## src/rtl/irrigation_cycle_ctrl_pkg.sv

```systemverilog
// Shared types and constants for the irrigation cycle controller.
package irrigation_pkg;

    typedef enum logic [1:0] {
        ST_IDLE  = 2'd0,
        ST_RUN   = 2'd1,
        ST_PAUSE = 2'd2,
        ST_DONE  = 2'd3
    } state_e;

    localparam int SEC_TENS_MAX = 5;
    localparam int UNITS_MAX    = 9;

    // Split a decimal minute count (1..99) into BCD tens/units.
    function automatic logic [3:0] bcd_tens(input int n);
        return 4'(n / 10);
    endfunction

    function automatic logic [3:0] bcd_units(input int n);
        return 4'(n % 10);
    endfunction

endpackage

```

## src/rtl/irrigation_cycle_ctrl_if.sv

```systemverilog
// User/sensor inputs and valve/display outputs of the cycle controller.
interface irrigation_cycle_ctrl_if;
    logic       tick;
    logic       start;
    logic       stop;
    logic       mode;
    logic       rain;
    logic       water_low;
    logic       valve_open;
    logic       busy;
    logic       done;
    logic       alarm;
    logic [3:0] min_tens;
    logic [3:0] min_units;
    logic [2:0] sec_tens;
    logic [3:0] sec_units;

    modport slave (
        input  tick, start, stop, mode, rain, water_low,
        output valve_open, busy, done, alarm,
        output min_tens, min_units, sec_tens, sec_units
    );

    modport master (
        output tick, start, stop, mode, rain, water_low,
        input  valve_open, busy, done, alarm,
        input  min_tens, min_units, sec_tens, sec_units
    );
endinterface

```

## src/rtl/irrigation_cycle_ctrl_bcd_down_digit.sv

```systemverilog
// One BCD down-counting digit; wraps 0 -> MAX and passes a borrow upward.
module bcd_down_digit #(
    parameter int MAX = 9,
    parameter int W   = 4
) (
    input  logic         clk,
    input  logic         clear,
    input  logic         load,
    input  logic [W-1:0] load_val,
    input  logic         en,
    input  logic         borrow_in,
    output logic [W-1:0] q,
    output logic         borrow_out
);

    // Borrow ripples through only while this digit sits at zero.
    assign borrow_out = borrow_in & (q == '0);

    // Digit register: clear beats load beats decrement.
    always_ff @(posedge clk) begin
        if (clear)
            q <= '0;
        else if (load)
            q <= load_val;
        else if (en && borrow_in)
            q <= (q == '0) ? W'(MAX) : q - 1'b1;
    end

endmodule

```

## src/rtl/irrigation_cycle_ctrl.sv

```systemverilog
// One watering cycle: mm:ss BCD countdown, valve control, pause/abort.
module irrigation_cycle_ctrl
    import irrigation_pkg::*;
#(
    parameter int DRIP_MIN  = 10,
    parameter int SPRAY_MIN = 5
) (
    input  logic                    clk,
    input  logic                    clear,
    irrigation_cycle_ctrl_if.slave  bus
);

    if (DRIP_MIN < 1 || DRIP_MIN > 99) begin : g_bad_drip
        $error("DRIP_MIN must be in 1..99");
    end
    if (SPRAY_MIN < 1 || SPRAY_MIN > 99) begin : g_bad_spray
        $error("SPRAY_MIN must be in 1..99");
    end

    localparam logic [3:0] DRIP_T  = bcd_tens(DRIP_MIN);
    localparam logic [3:0] DRIP_U  = bcd_units(DRIP_MIN);
    localparam logic [3:0] SPRAY_T = bcd_tens(SPRAY_MIN);
    localparam logic [3:0] SPRAY_U = bcd_units(SPRAY_MIN);

    state_e     state_q, state_d;
    logic       load, dec, zero_digits, digit_clr;
    logic       sensors_ok, at_one, cnt_zero;
    logic       b_su, b_st, b_mu;
    logic [3:0] ld_mt, ld_mu;

    assign sensors_ok = !bus.rain && !bus.water_low;
    assign ld_mt      = bus.mode ? SPRAY_T : DRIP_T;
    assign ld_mu      = bus.mode ? SPRAY_U : DRIP_U;
    assign digit_clr  = clear | zero_digits;
    assign at_one     = (bus.min_tens == 4'd0) && (bus.min_units == 4'd0) &&
                        (bus.sec_tens == 3'd0) && (bus.sec_units == 4'd1);

    // Ripple-borrow chain, seconds units at the bottom; the top borrow
    // doubles as an all-zero detect.
    bcd_down_digit #(.MAX(UNITS_MAX), .W(4)) u_sec_units (
        .clk, .clear(digit_clr), .load, .load_val(4'd0), .en(dec),
        .borrow_in(1'b1), .q(bus.sec_units), .borrow_out(b_su));
    bcd_down_digit #(.MAX(SEC_TENS_MAX), .W(3)) u_sec_tens (
        .clk, .clear(digit_clr), .load, .load_val(3'd0), .en(dec),
        .borrow_in(b_su), .q(bus.sec_tens), .borrow_out(b_st));
    bcd_down_digit #(.MAX(UNITS_MAX), .W(4)) u_min_units (
        .clk, .clear(digit_clr), .load, .load_val(ld_mu), .en(dec),
        .borrow_in(b_st), .q(bus.min_units), .borrow_out(b_mu));
    bcd_down_digit #(.MAX(UNITS_MAX), .W(4)) u_min_tens (
        .clk, .clear(digit_clr), .load, .load_val(ld_mt), .en(dec),
        .borrow_in(b_mu), .q(bus.min_tens), .borrow_out(cnt_zero));

    // State register and sensor alarm.
    always_ff @(posedge clk) begin
        if (clear) begin
            state_q   <= ST_IDLE;
            bus.alarm <= 1'b0;
        end else begin
            state_q   <= state_d;
            bus.alarm <= bus.water_low;
        end
    end

    // Next-state and digit-control decode.
    always_comb begin
        state_d     = state_q;
        load        = 1'b0;
        dec         = 1'b0;
        zero_digits = 1'b0;
        case (state_q)
            ST_IDLE: begin
                if (bus.start && sensors_ok) begin
                    state_d = ST_RUN;
                    load    = 1'b1;
                end
            end
            ST_RUN: begin
                if (bus.stop) begin
                    state_d     = ST_IDLE;
                    zero_digits = 1'b1;
                end else if (!sensors_ok) begin
                    state_d = ST_PAUSE;
                end else if (bus.tick && !cnt_zero) begin
                    dec = 1'b1;
                    if (at_one)
                        state_d = ST_DONE;
                end
            end
            ST_PAUSE: begin
                if (bus.stop) begin
                    state_d     = ST_IDLE;
                    zero_digits = 1'b1;
                end else if (sensors_ok) begin
                    state_d = ST_RUN;
                end
            end
            default: state_d = ST_IDLE;
        endcase
    end

    assign bus.valve_open = (state_q == ST_RUN);
    assign bus.busy       = (state_q == ST_RUN) || (state_q == ST_PAUSE);
    assign bus.done       = (state_q == ST_DONE);

endmodule
```

## src/flat_wrapper.sv

```systemverilog
// flat-port wrapper written by rule: the top's interface ports become plain ports
module irrigation_cycle_ctrl_flat import irrigation_pkg::*;
#(
    parameter int DRIP_MIN  = 10,
    parameter int SPRAY_MIN = 5
)
  (clk, clear, bus_tick, bus_start, bus_stop, bus_mode, bus_rain, bus_water_low, bus_valve_open, bus_busy, bus_done, bus_alarm, bus_min_tens, bus_min_units, bus_sec_tens, bus_sec_units);
  irrigation_cycle_ctrl_if bus_i ();
  input  logic clk;
  input  logic clear;
  input wire logic [$bits(bus_i.tick)-1:0] bus_tick;
  input wire logic [$bits(bus_i.start)-1:0] bus_start;
  input wire logic [$bits(bus_i.stop)-1:0] bus_stop;
  input wire logic [$bits(bus_i.mode)-1:0] bus_mode;
  input wire logic [$bits(bus_i.rain)-1:0] bus_rain;
  input wire logic [$bits(bus_i.water_low)-1:0] bus_water_low;
  output wire logic [$bits(bus_i.valve_open)-1:0] bus_valve_open;
  output wire logic [$bits(bus_i.busy)-1:0] bus_busy;
  output wire logic [$bits(bus_i.done)-1:0] bus_done;
  output wire logic [$bits(bus_i.alarm)-1:0] bus_alarm;
  output wire logic [$bits(bus_i.min_tens)-1:0] bus_min_tens;
  output wire logic [$bits(bus_i.min_units)-1:0] bus_min_units;
  output wire logic [$bits(bus_i.sec_tens)-1:0] bus_sec_tens;
  output wire logic [$bits(bus_i.sec_units)-1:0] bus_sec_units;
  assign bus_i.tick = bus_tick;
  assign bus_i.start = bus_start;
  assign bus_i.stop = bus_stop;
  assign bus_i.mode = bus_mode;
  assign bus_i.rain = bus_rain;
  assign bus_i.water_low = bus_water_low;
  assign bus_valve_open = bus_i.valve_open;
  assign bus_busy = bus_i.busy;
  assign bus_done = bus_i.done;
  assign bus_alarm = bus_i.alarm;
  assign bus_min_tens = bus_i.min_tens;
  assign bus_min_units = bus_i.min_units;
  assign bus_sec_tens = bus_i.sec_tens;
  assign bus_sec_units = bus_i.sec_units;
  irrigation_cycle_ctrl #(.DRIP_MIN(DRIP_MIN), .SPRAY_MIN(SPRAY_MIN)) u_core (.clk(clk), .clear(clear), .bus(bus_i));
endmodule
```

## config.mk

```make
export PLATFORM = sky130hd
export DESIGN_NAME = irrigation_cycle_ctrl_flat
export DESIGN_NICKNAME = d
export VERILOG_FILES = /design/src/rtl/irrigation_cycle_ctrl_pkg.sv /design/src/rtl/irrigation_cycle_ctrl_if.sv /design/src/rtl/irrigation_cycle_ctrl_bcd_down_digit.sv /design/src/rtl/irrigation_cycle_ctrl.sv /design/src/flat_wrapper.sv
export SDC_FILE = /design/constraint.sdc
export NUM_CORES = 1
export LEC_CHECK = 0
export CORE_UTILIZATION = 40
export CTS_CLUSTER_DIAMETER = 30
export CTS_CLUSTER_SIZE = 40
export DETAILED_ROUTE_END_ITERATION = 10
export GPL_TIMING_DRIVEN = 1
export HOLD_SLACK_MARGIN = 0.06
export PLACE_DENSITY = 0.73
export SYNTH_ARGS = -nofsm -noshare
export SYNTH_HDL_FRONTEND = slang
export SYNTH_SLANG_ARGS = --single-unit
export TNS_END_PERCENT = 100
```

## constraint.sdc

```tcl
create_clock -name clk -period 2.5 [get_ports clk]
set_clock_uncertainty 0.15 [all_clocks]
set_input_delay 0.5 -clock clk [delete_from_list [all_inputs] [get_ports clk]]
set_output_delay 0.5 -clock clk [all_outputs]
set_load 0.05 [all_outputs]
```

==> results.yml, run 1 <==
sta:
  tns_ns: 0
  worst_pin_slew_ns: 0.7217
  finalMaxSlewViolations: 0
  min_period_ns: 2.435
  setup_viol: 0
  hold_violations: 0
  post-route-period-util: 0.9738
  worst_slack_ns: 0.06549
  max_freq_mhz: 410.8
  relSlewSlack: 0.5179
clock_network:
  cts_root_buf: "clkbuf_4"
  cts_tree: "yes"
  ctsHoldBuffers: 0
  htreeDepth: 1
  path_clk_slew_ns: 0.10
  cts.sinks: 18
  cts_buffers: 3
  clock_latency_ns: 0.29
  clockBufferDepth: 2
global_routing:
  grt_pass1_vias: 989
  antenna_found_initial: 0
  track_usage: 0.2097
  grt_max_degree: 14
  overflow: 0
  grt_pass1_wl_um: 4229
critical_path:
  critPathRequiredTime_ns: 2.58
  worstSetupStartpointType: "register"
  reg2reg_to: "u_core.state_q[0]"
  critPathKind: "register to register"
  crit_start: "u_core.u_min_units.q[0]"
  cp_data_arrival_time_ns: 2.51
  cp-end-kind: "register"
  cp_max_fo: 4
  r2r_slack_ns: 0.07
  critPathCapture: "u_core.state_q[0]"
  r2r_cells: 7
  reg2reg_from: "u_core.u_min_units.q[0]"
logic_synthesis:
  synth_area_um2: 1036
  ys_warn_count: 0
  synth-edff-count: 0
  avgSynthCellArea_um2: 8.355
  syn_nets: 139
  ys_types: 38
  ys.flop_type: "dfxtp_1"
  postSynth.asyncResetShare: 0
  yosysSeqAreaShare: 0.3478
  ys_ff_latch: 18
  synth_cells: 124
detailed_routing:
  routed_wl_um: 2587
  first_pass_iters: 4
  vias_per_cell: 5.296
  drtAntennaViolNets: 0
  post-route-drc-count: 0
  first_iter_violations: 17
  routedWlPerCell_um: 13.20
  vias: 1038
placement:
  place_congestion: 0.8024
  dpl.hpwl_um: 1909
  portBuffers: 26
  pre_cts_slack_ns: -0.3644
  dpl_cell_area_um2: 1463
  dp.cells: 193
cells_and_area:
  nets: 183
  n_antenna_cell: 0
  syn_to_final_growth_pct: 46.01
  final_cells: 196
  drive_gt1_frac: 0.2470
  finalInstanceArea_um2: 1513
  final_cell_mix: "clkdlybuf4s50_1, buf_4, a21oi_1"
  layout_commonest_cell: "clkdlybuf4s50_1"
power_and_ir_drop:
  leakage_nw: 0.5706
  p_per_area_nw_per_um2: 436.0
  ir_drop_mv: 0.3440
floorplanning:
  dieArea_um2: 2797
  die_h_um: 52.89
  fp-row-count: 18
  initial_core_util: 0.4220
  ios: 27
  dieWidth_um: 52.89
  coreArea_um2: 2455
status:
  outcome: "finished clean"
worst_hold_path:
  hold_path.class: "register to register"
flow_run:
  cap_violations: 0
critical path, cell delays in order, from the launching register on:
cell and delay [ns]:
dfxtp_2 0.35, inv_1 0.08, ha_2 0.21, or3b_2 0.50, nor4_4 0.29, a31oi_1 0.15, or4_1 0.49, a21oi_1 0.15
how the worst min path moves through the flow:
stage                             end  cells after the start                   start
6_report       u_core.u_min_tens.q[1]                      2  u_core.u_min_tens.q[1]
3_3_place_gp   u_core.u_min_tens.q[1]                      2  u_core.u_min_tens.q[1]
5_1_grt        u_core.u_min_tens.q[1]                      2  u_core.u_min_tens.q[1]
3_5_place_dp   u_core.u_min_tens.q[1]                      2  u_core.u_min_tens.q[1]
4_1_cts        u_core.u_min_tens.q[1]                      2  u_core.u_min_tens.q[1]
2_1_floorplan       u_core.state_q[0]                      2       u_core.state_q[0]
layer usage:
metal	track usage	wire, um	share of wire	up-vias
met2	0.3629	1274	0.49	21
met3	0.03448	105	0.041	4
met1	0.2570	1183	0.46	473
li1	-	-	-	540
met5	0	0	0	-
met4	0.07895	24	0.0093	0
stage by stage:
| stage | hold WS, ns | util | power (mW) |
|---|---|---|---|
| floorplan | 0.3606 | - | 0.4449 |
| global placement | 0.3131 | 0.5958 | 0.5093 |
| detailed placement | 0.3212 | 0.5958 | 0.5126 |
| CTS | 0.3366 | 0.6060 | 0.6527 |
| global route | 0.3645 | 0.6162 | 0.6925 |
| finish | 0.3312 | 0.6162 | 0.6595 |
flip-flops by register name (all words and copies together) (netlist names):
register              flops
u_core.u_sec_units.q      4
u_core.u_min_tens.q       4
u_core.bus.alarm          1
u_core.state_q            2
u_core.u_min_units.q      4
u_core.u_sec_tens.q       3
Yosys cell counts (all sizes together) (3+ instances only):
cell type	number	area, um^2
dfxtp	18	360.4
a21oi	14	70.07
nor2	11	41.29
inv	9	33.78
nand2	8	30.03
ha	7	87.58
o21ai	6	30.03
nor2b	4	25.02
nor3	4	20.02
or3	4	26.28
a31oi	3	18.77
nand3	3	15.01
nor4	3	33.78
o31ai	3	22.52
repair_timing:
| action | 4_1_cts | 5_1_grt |
|---|---|---|
| gates resized for setup | 3 | 9 |
| setup buffers | 0 | 0 |
| endpoints found under the setup margin | 2 | 5 |
| pin swaps | 3 | 3 |
area by class of cell:
class                      count  area, um^2
tap                           30       37.54
multi-input combinational     96       688.2
clock buffer                   3       22.52
timing repair buffer          40       362.8
sequential                    18       367.9
fill                         216       942.2
inverter                       9       33.78
kinds of logic after synthesis:
kind of cell	after synthesis	synth area share
compound gates	32	0.1824
buf+inv	10	0.03623
simple gates	52	0.3056
xor+xnor	4	0.03382
mux	1	0.009662
flops	18	0.3478
fa+ha+maj	7	0.08454
report_power, final:
part	total (mW)	internal [mW]	switching [mW]
combinational	0.208	0.0874	0.120
clock	0.145	0.0561	0.0889
sequential	0.307	0.297	0.0103
Note: power is estimated with default switching activity, not from simulation.
==> inputs of run 2 (changes only) <==
- REMOVE_ABC_BUFFERS: default -> 1
==> run 2 against run 1 <==
Net effect:
- final area up 3.1%
- sequential share of layout area down 1.0 points
- first-iteration DRC count grew 94%
- utilization rose by 1.9 points
- via count rose by 7.4%
- fmax is 1.0% higher
- non-clock buffer count is 4 higher
- die area did not move
- combinational power is 8% higher
- global-route usage rose by 0.80 points
- sequential power about the same
- sequential cell count unchanged
- critical path type is now register to output port
- largest power group unchanged
- highest routed layer unchanged
==> results.yml, run 2 (same netlist as run 1, synthesis figures left out) <==
status:
  outcome: "finished clean"
sta:
  hold_violations: 0
  finalMaxSlewViolations: 0
  tns_ns: 0
  setup_viol: 0
  max_freq_mhz: 415.1
  relSlewSlack: 0.6580
  min_period_ns: 2.409
  rsz0062_at_grt: "true"
  post-route-period-util: 0.9637
  holdWs_ns: 0.3628
  worst_pin_slew_ns: 0.5091
global_routing:
  antenna_found_initial: 0
  grt.busiest_layer: "met2"
  grt_pass1_wl_um: 4416
  track_usage: 0.2177
  use_met1: 0.2603
  overflow: 0
  met3_usage: 0.06034
  grt_pass1_vias: 986
  grt_max_degree: 14
  globalRouteMet2Util: 0.3776
critical_path:
  r2r_slack_ns: 0.10
  critical-path-top-delay-family: "buffers and inverters"
  critPathSlowestCell: "clkdlybuf4s50_1"
  critPathRequiredTime_ns: 1.85
  cp_max_fo: 3
  cp-end-kind: "output port"
  crit_buf_inv: 3
  slowest_delay_ns: 0.79
  crit_path_cell_trace: "inv_2, ha_4, buf_4, clkdlybuf4s50_1"
  cp_data_arrival_time_ns: 1.76
  critPathKind: "register to output port"
  worstSetupStartpointType: "register"
clock_network:
  cts_root_buf: "clkbuf_4"
  cts.sinks: 18
  path_clk_slew_ns: 0.11
  cts_tree: "yes"
  cts_buffers: 3
  clockBufferDepth: 2
  clock_latency_ns: 0.30
  htreeDepth: 1
cells_and_area:
  final_cell_mix: "clkdlybuf4s50_1, buf_4, dfxtp_1"
  syn_to_final_growth_pct: 50.48
  n_antenna_cell: 0
  drive_gt1_frac: 0.2456
  nets: 187
  nFillCells: 202
  layout_commonest_cell: "clkdlybuf4s50_1"
  final_cells: 201
  final_util: 0.6351
  largestRegisters: "u_core.u_min_tens.q (4), u_core.u_min_units.q (4), u_core.u_sec_units.q (4)"
floorplanning:
  initial_core_util: 0.4220
  dieWidth_um: 52.89
  die_h_um: 52.89
  ios: 27
  coreArea_um2: 2455
  fp-row-count: 18
  dieArea_um2: 2797
placement:
  place_congestion: 0.8945
  dp.cells: 196
  portBuffers: 26
  dpl.hpwl_um: 2007
detailed_routing:
  vias: 1115
  first_iter_violations: 33
  drtAntennaViolNets: 0
  vias_per_cell: 5.547
  routedWlPerCell_um: 14.09
  post-route-drc-count: 0
  first_pass_iters: 4
  routed_wl_um: 2832
power_and_ir_drop:
  seqPwrFrac: 0.426
  ir_drop_mv: 0.4835
  p_sw_frac: 0.3287
  totalPowerFinal_uw: 717.2
  p_switching_uw: 235.7
  clkPwrFrac: 0.262
  p_int_uw: 481.5
  p_per_area_nw_per_um2: 460.0
  share_comb_of_total_power: 0.312
  leakage_nw: 0.6078
worst_hold_path:
  hold_path.class: "register to register"
flow_run:
  cap_violations: 0
-- run 2: cell types whose count changed in the layout (fill, tap and decap cells not counted), sizes merged --
| cell | delta |
|---|---|
| buf | +4 |
| clkbuf | +1 |
| dlygate4sd2 | -1 |
| dlymetal6s2s | +1 |
-- run 2: what timing repair did --
item	CTS	global route
endpoints found under the setup margin	7	9
resized for setup	6	11
buffers inserted	0	1
pin swaps	4	3
hold buffers	0	0
-- run 2: area by class of cell --
cell class                      instances  area, um^2  area share
Clock buffer                            4       36.28     0.02327
Tap cell                               30       37.54     0.02408
Timing Repair Buffer                   44       396.6      0.2544
Multi-Input combinational cell         96       691.9      0.4438
Sequential cell                        18       362.8      0.2327
Inverter                                9       33.78     0.02167
-- run 2: metal layers --
layer,vias to the layer above,share of wire
met5,-,0
met4,0,0.0088
met3,5,0.058
met2,42,0.51
met1,525,0.42
li1,543,-
-- run 2: tightest hold or removal path, stage by stage, from the launching register on --
cell	delay (ns)
dfxtp_1	0.35
nand2_1	0.07
a21oi_1	0.05
-- run 2: power by group through the flow --
stage	sequential, mW	clock (mW)	combinational (mW)
floorplan	0.322	0	0.111
global placement	0.308	0	0.204
detailed placement	0.309	0	0.209
CTS	0.302	0.190	0.214
global route	0.308	0.211	0.238
finish	0.306	0.188	0.224
-- run 2: final timing paths --
path / from / end / cells after the start
max reg2reg: u_core.state_q[1] / u_core.u_sec_tens.q[1] / 7
max: u_core.state_q[1] / bus_valve_open / 4
min reg2reg: u_core.u_min_tens.q[1] / u_core.u_min_tens.q[1] / 2
min: u_core.u_min_tens.q[1] / u_core.u_min_tens.q[1] / 2
-- run 2: metrics by stage --
stage / cell area, um^2 / setup slack (ns)
after floorplan: 1032 / -0.2747
after global placement: 1455 / -0.3760
after detailed placement: 1455 / -0.4283
after CTS: 1515 / 0.005524
after global routing: 1559 / -0.0003975
final: 1559 / 0.09072
==> inputs of run 3 (changes only) <==
- PLACE_DENSITY: 0.73 -> 0.7
==> run 3 against run 2 <==
Net effect:
- fmax is 0.53% lower
- clock power about the same
- register-to-register slack lost 0.02 ns
- sequential share of layout area down 0.76 points
- die area unchanged
- wire length rose by 0.28%
- largest power group unchanged
- via count rose by 0.27%
- utilization increased by 2.1 points
- critical path depth increased by 4
- clock-buffer cell count did not move
- non-clock buffer count increased by 6
==> results.yml, run 3 (same netlist as run 1, synthesis figures left out) <==
cells_and_area:
  multiInputGateArea_um2: 693.2
  nets: 193
  n_antenna_cell: 0
  regArea_um2: 362.8
  nFillCells: 208
  drive_gt1_frac: 0.2825
  final_cell_mix: "buf_4, clkdlybuf4s50_1, dfxtp_1"
  syn_to_final_growth_pct: 55.56
  largestRegisters: "u_core.u_min_tens.q (4), u_core.u_min_units.q (4), u_core.u_sec_units.q (4)"
  layout_commonest_cell: "buf_4"
global_routing:
  use_met1: 0.2852
  grt_pass1_wl_um: 4381
  antenna_found_initial: 0
  grt.busiest_layer: "met2"
  grt_max_degree: 14
  track_usage: 0.2136
  met3_usage: 0.03161
  globalRouteMet2Util: 0.3228
  overflow: 0
  grt_pass1_vias: 1043
detailed_routing:
  routed_wl_um: 2840
  first_pass_iters: 4
  drtAntennaViolNets: 0
  vias: 1118
  post-route-drc-count: 0
  routedWlPerCell_um: 13.72
  vias_per_cell: 5.401
  first_iter_violations: 21
clock_network:
  htreeDepth: 1
  clockBufferDepth: 2
  cts.sinks: 18
  cts_root_buf: "clkbuf_4"
  clock_latency_ns: 0.31
  cts_tree: "yes"
  cts_buffers: 3
  path_clk_slew_ns: 0.11
sta:
  max_freq_mhz: 412.9
  worst_pin_slew_ns: 0.5896
  hold_violations: 0
  finalMaxSlewViolations: 0
  min_period_ns: 2.422
  post-route-period-util: 0.9688
  relSlewSlack: 0.6028
  setup_viol: 0
  holdWs_ns: 0.3640
critical_path:
  cp-end-kind: "register"
  critical-path-top-delay-family: "simple AND/OR/NAND/NOR gates"
  cp_data_arrival_time_ns: 2.50
  critPathKind: "register to register"
  crit_buf_inv: 2
  r2r_slack_ns: 0.08
  critPathSlowestCell: "or3b_2"
  critPathRequiredTime_ns: 2.58
  crit_path_cell_trace: "inv_1, ha_1, or3b_2, buf_4, nor3_1, nand2_1, or3_1, a21oi_1"
  worstSetupStartpointType: "register"
  slowest_delay_ns: 0.50
  cp_max_fo: 4
placement:
  portBuffers: 26
  place_congestion: 0.9413
  dpl.hpwl_um: 2059
power_and_ir_drop:
  p_int_uw: 488.1
  ir_drop_mv: 0.3845
  p_sw_frac: 0.3288
  clkPwrFrac: 0.262
  p_per_area_nw_per_um2: 451.3
  share_comb_of_total_power: 0.322
  totalPowerFinal_uw: 727.3
  p_switching_uw: 239.1
  leakage_nw: 0.6558
  seqPwrFrac: 0.416
flow_run:
  cap_violations: 0
floorplanning:
  coreArea_um2: 2455
  fp-row-count: 18
  ios: 27
  initial_core_util: 0.4220
  dieArea_um2: 2797
  dieWidth_um: 52.89
  die_h_um: 52.89
status:
  outcome: "finished clean"
worst_hold_path:
  hold_path.class: "register to register"
[run 3: routing by layer]
layer,share of wire,vias up
met3,0.057,8
met4,0.020,0
met5,0,-
li1,-,558
met1,0.46,506
met2,0.46,46
[run 3: what timing repair did]
item                       4_1_cts  5_1_grt
pin swaps                        0        6
resized for setup                5       13
setup endpoints to repair        6       11
buffers inserted                 0        3
hold buffers                     0        0
[run 3: worst paths after layout]
check	startpoint	to	cells past startpoint
worst max-delay path	u_core.u_min_units.q[0]	u_core.u_min_tens.q[1]	8
worst min-delay path	u_core.u_sec_units.q[1]	u_core.u_sec_units.q[1]	2
worst max register to register	u_core.u_min_units.q[0]	u_core.u_min_tens.q[1]	8
worst min register to register	u_core.u_sec_units.q[1]	u_core.u_sec_units.q[1]	2
[run 3: layout make-up]
cell class | instances | share of cell area
Clock buffer | 4 | 0.02252
Inverter | 9 | 0.02096
Timing Repair Buffer | 50 | 0.2779
Tap cell | 30 | 0.02329
Sequential cell | 18 | 0.2252
Multi-Input combinational cell | 96 | 0.4301
[run 3: power by group through the flow]
stage               registers, mW  logic (mW)  clock network (mW)
detailed placement          0.309       0.211                   0
floorplan                   0.322       0.111                   0
finish                      0.303       0.234               0.190
global route                0.304       0.250               0.202
global placement            0.308       0.208                   0
CTS                         0.302       0.217               0.188
[run 3: worst reg2reg max path, delay by kind of cell (launching register included)]
family | cells | cell delay [ns]
DFF | 1 | 0.34
and+or+nand+nor | 4 | 1.28
buffers and inverters | 2 | 0.25
AOI/OAI and AO/OA | 1 | 0.17
adders and majority gates | 1 | 0.16
[run 3: stage by stage]
stage          std cells   TNS (ns)  area [um^2]  worst slack [ns]  utilization
2_1_floorplan        123     -1.103         1032           -0.2747            -
3_5_place_dp         200     -3.455         1485           -0.3661       0.6050
3_3_place_gp         200     -3.348         1485           -0.3488       0.6050
6_report             207          0         1612           0.07794       0.6565
5_1_grt              207  -0.008116         1612         -0.008116       0.6565
4_1_cts              204          0         1546          0.002834       0.6300
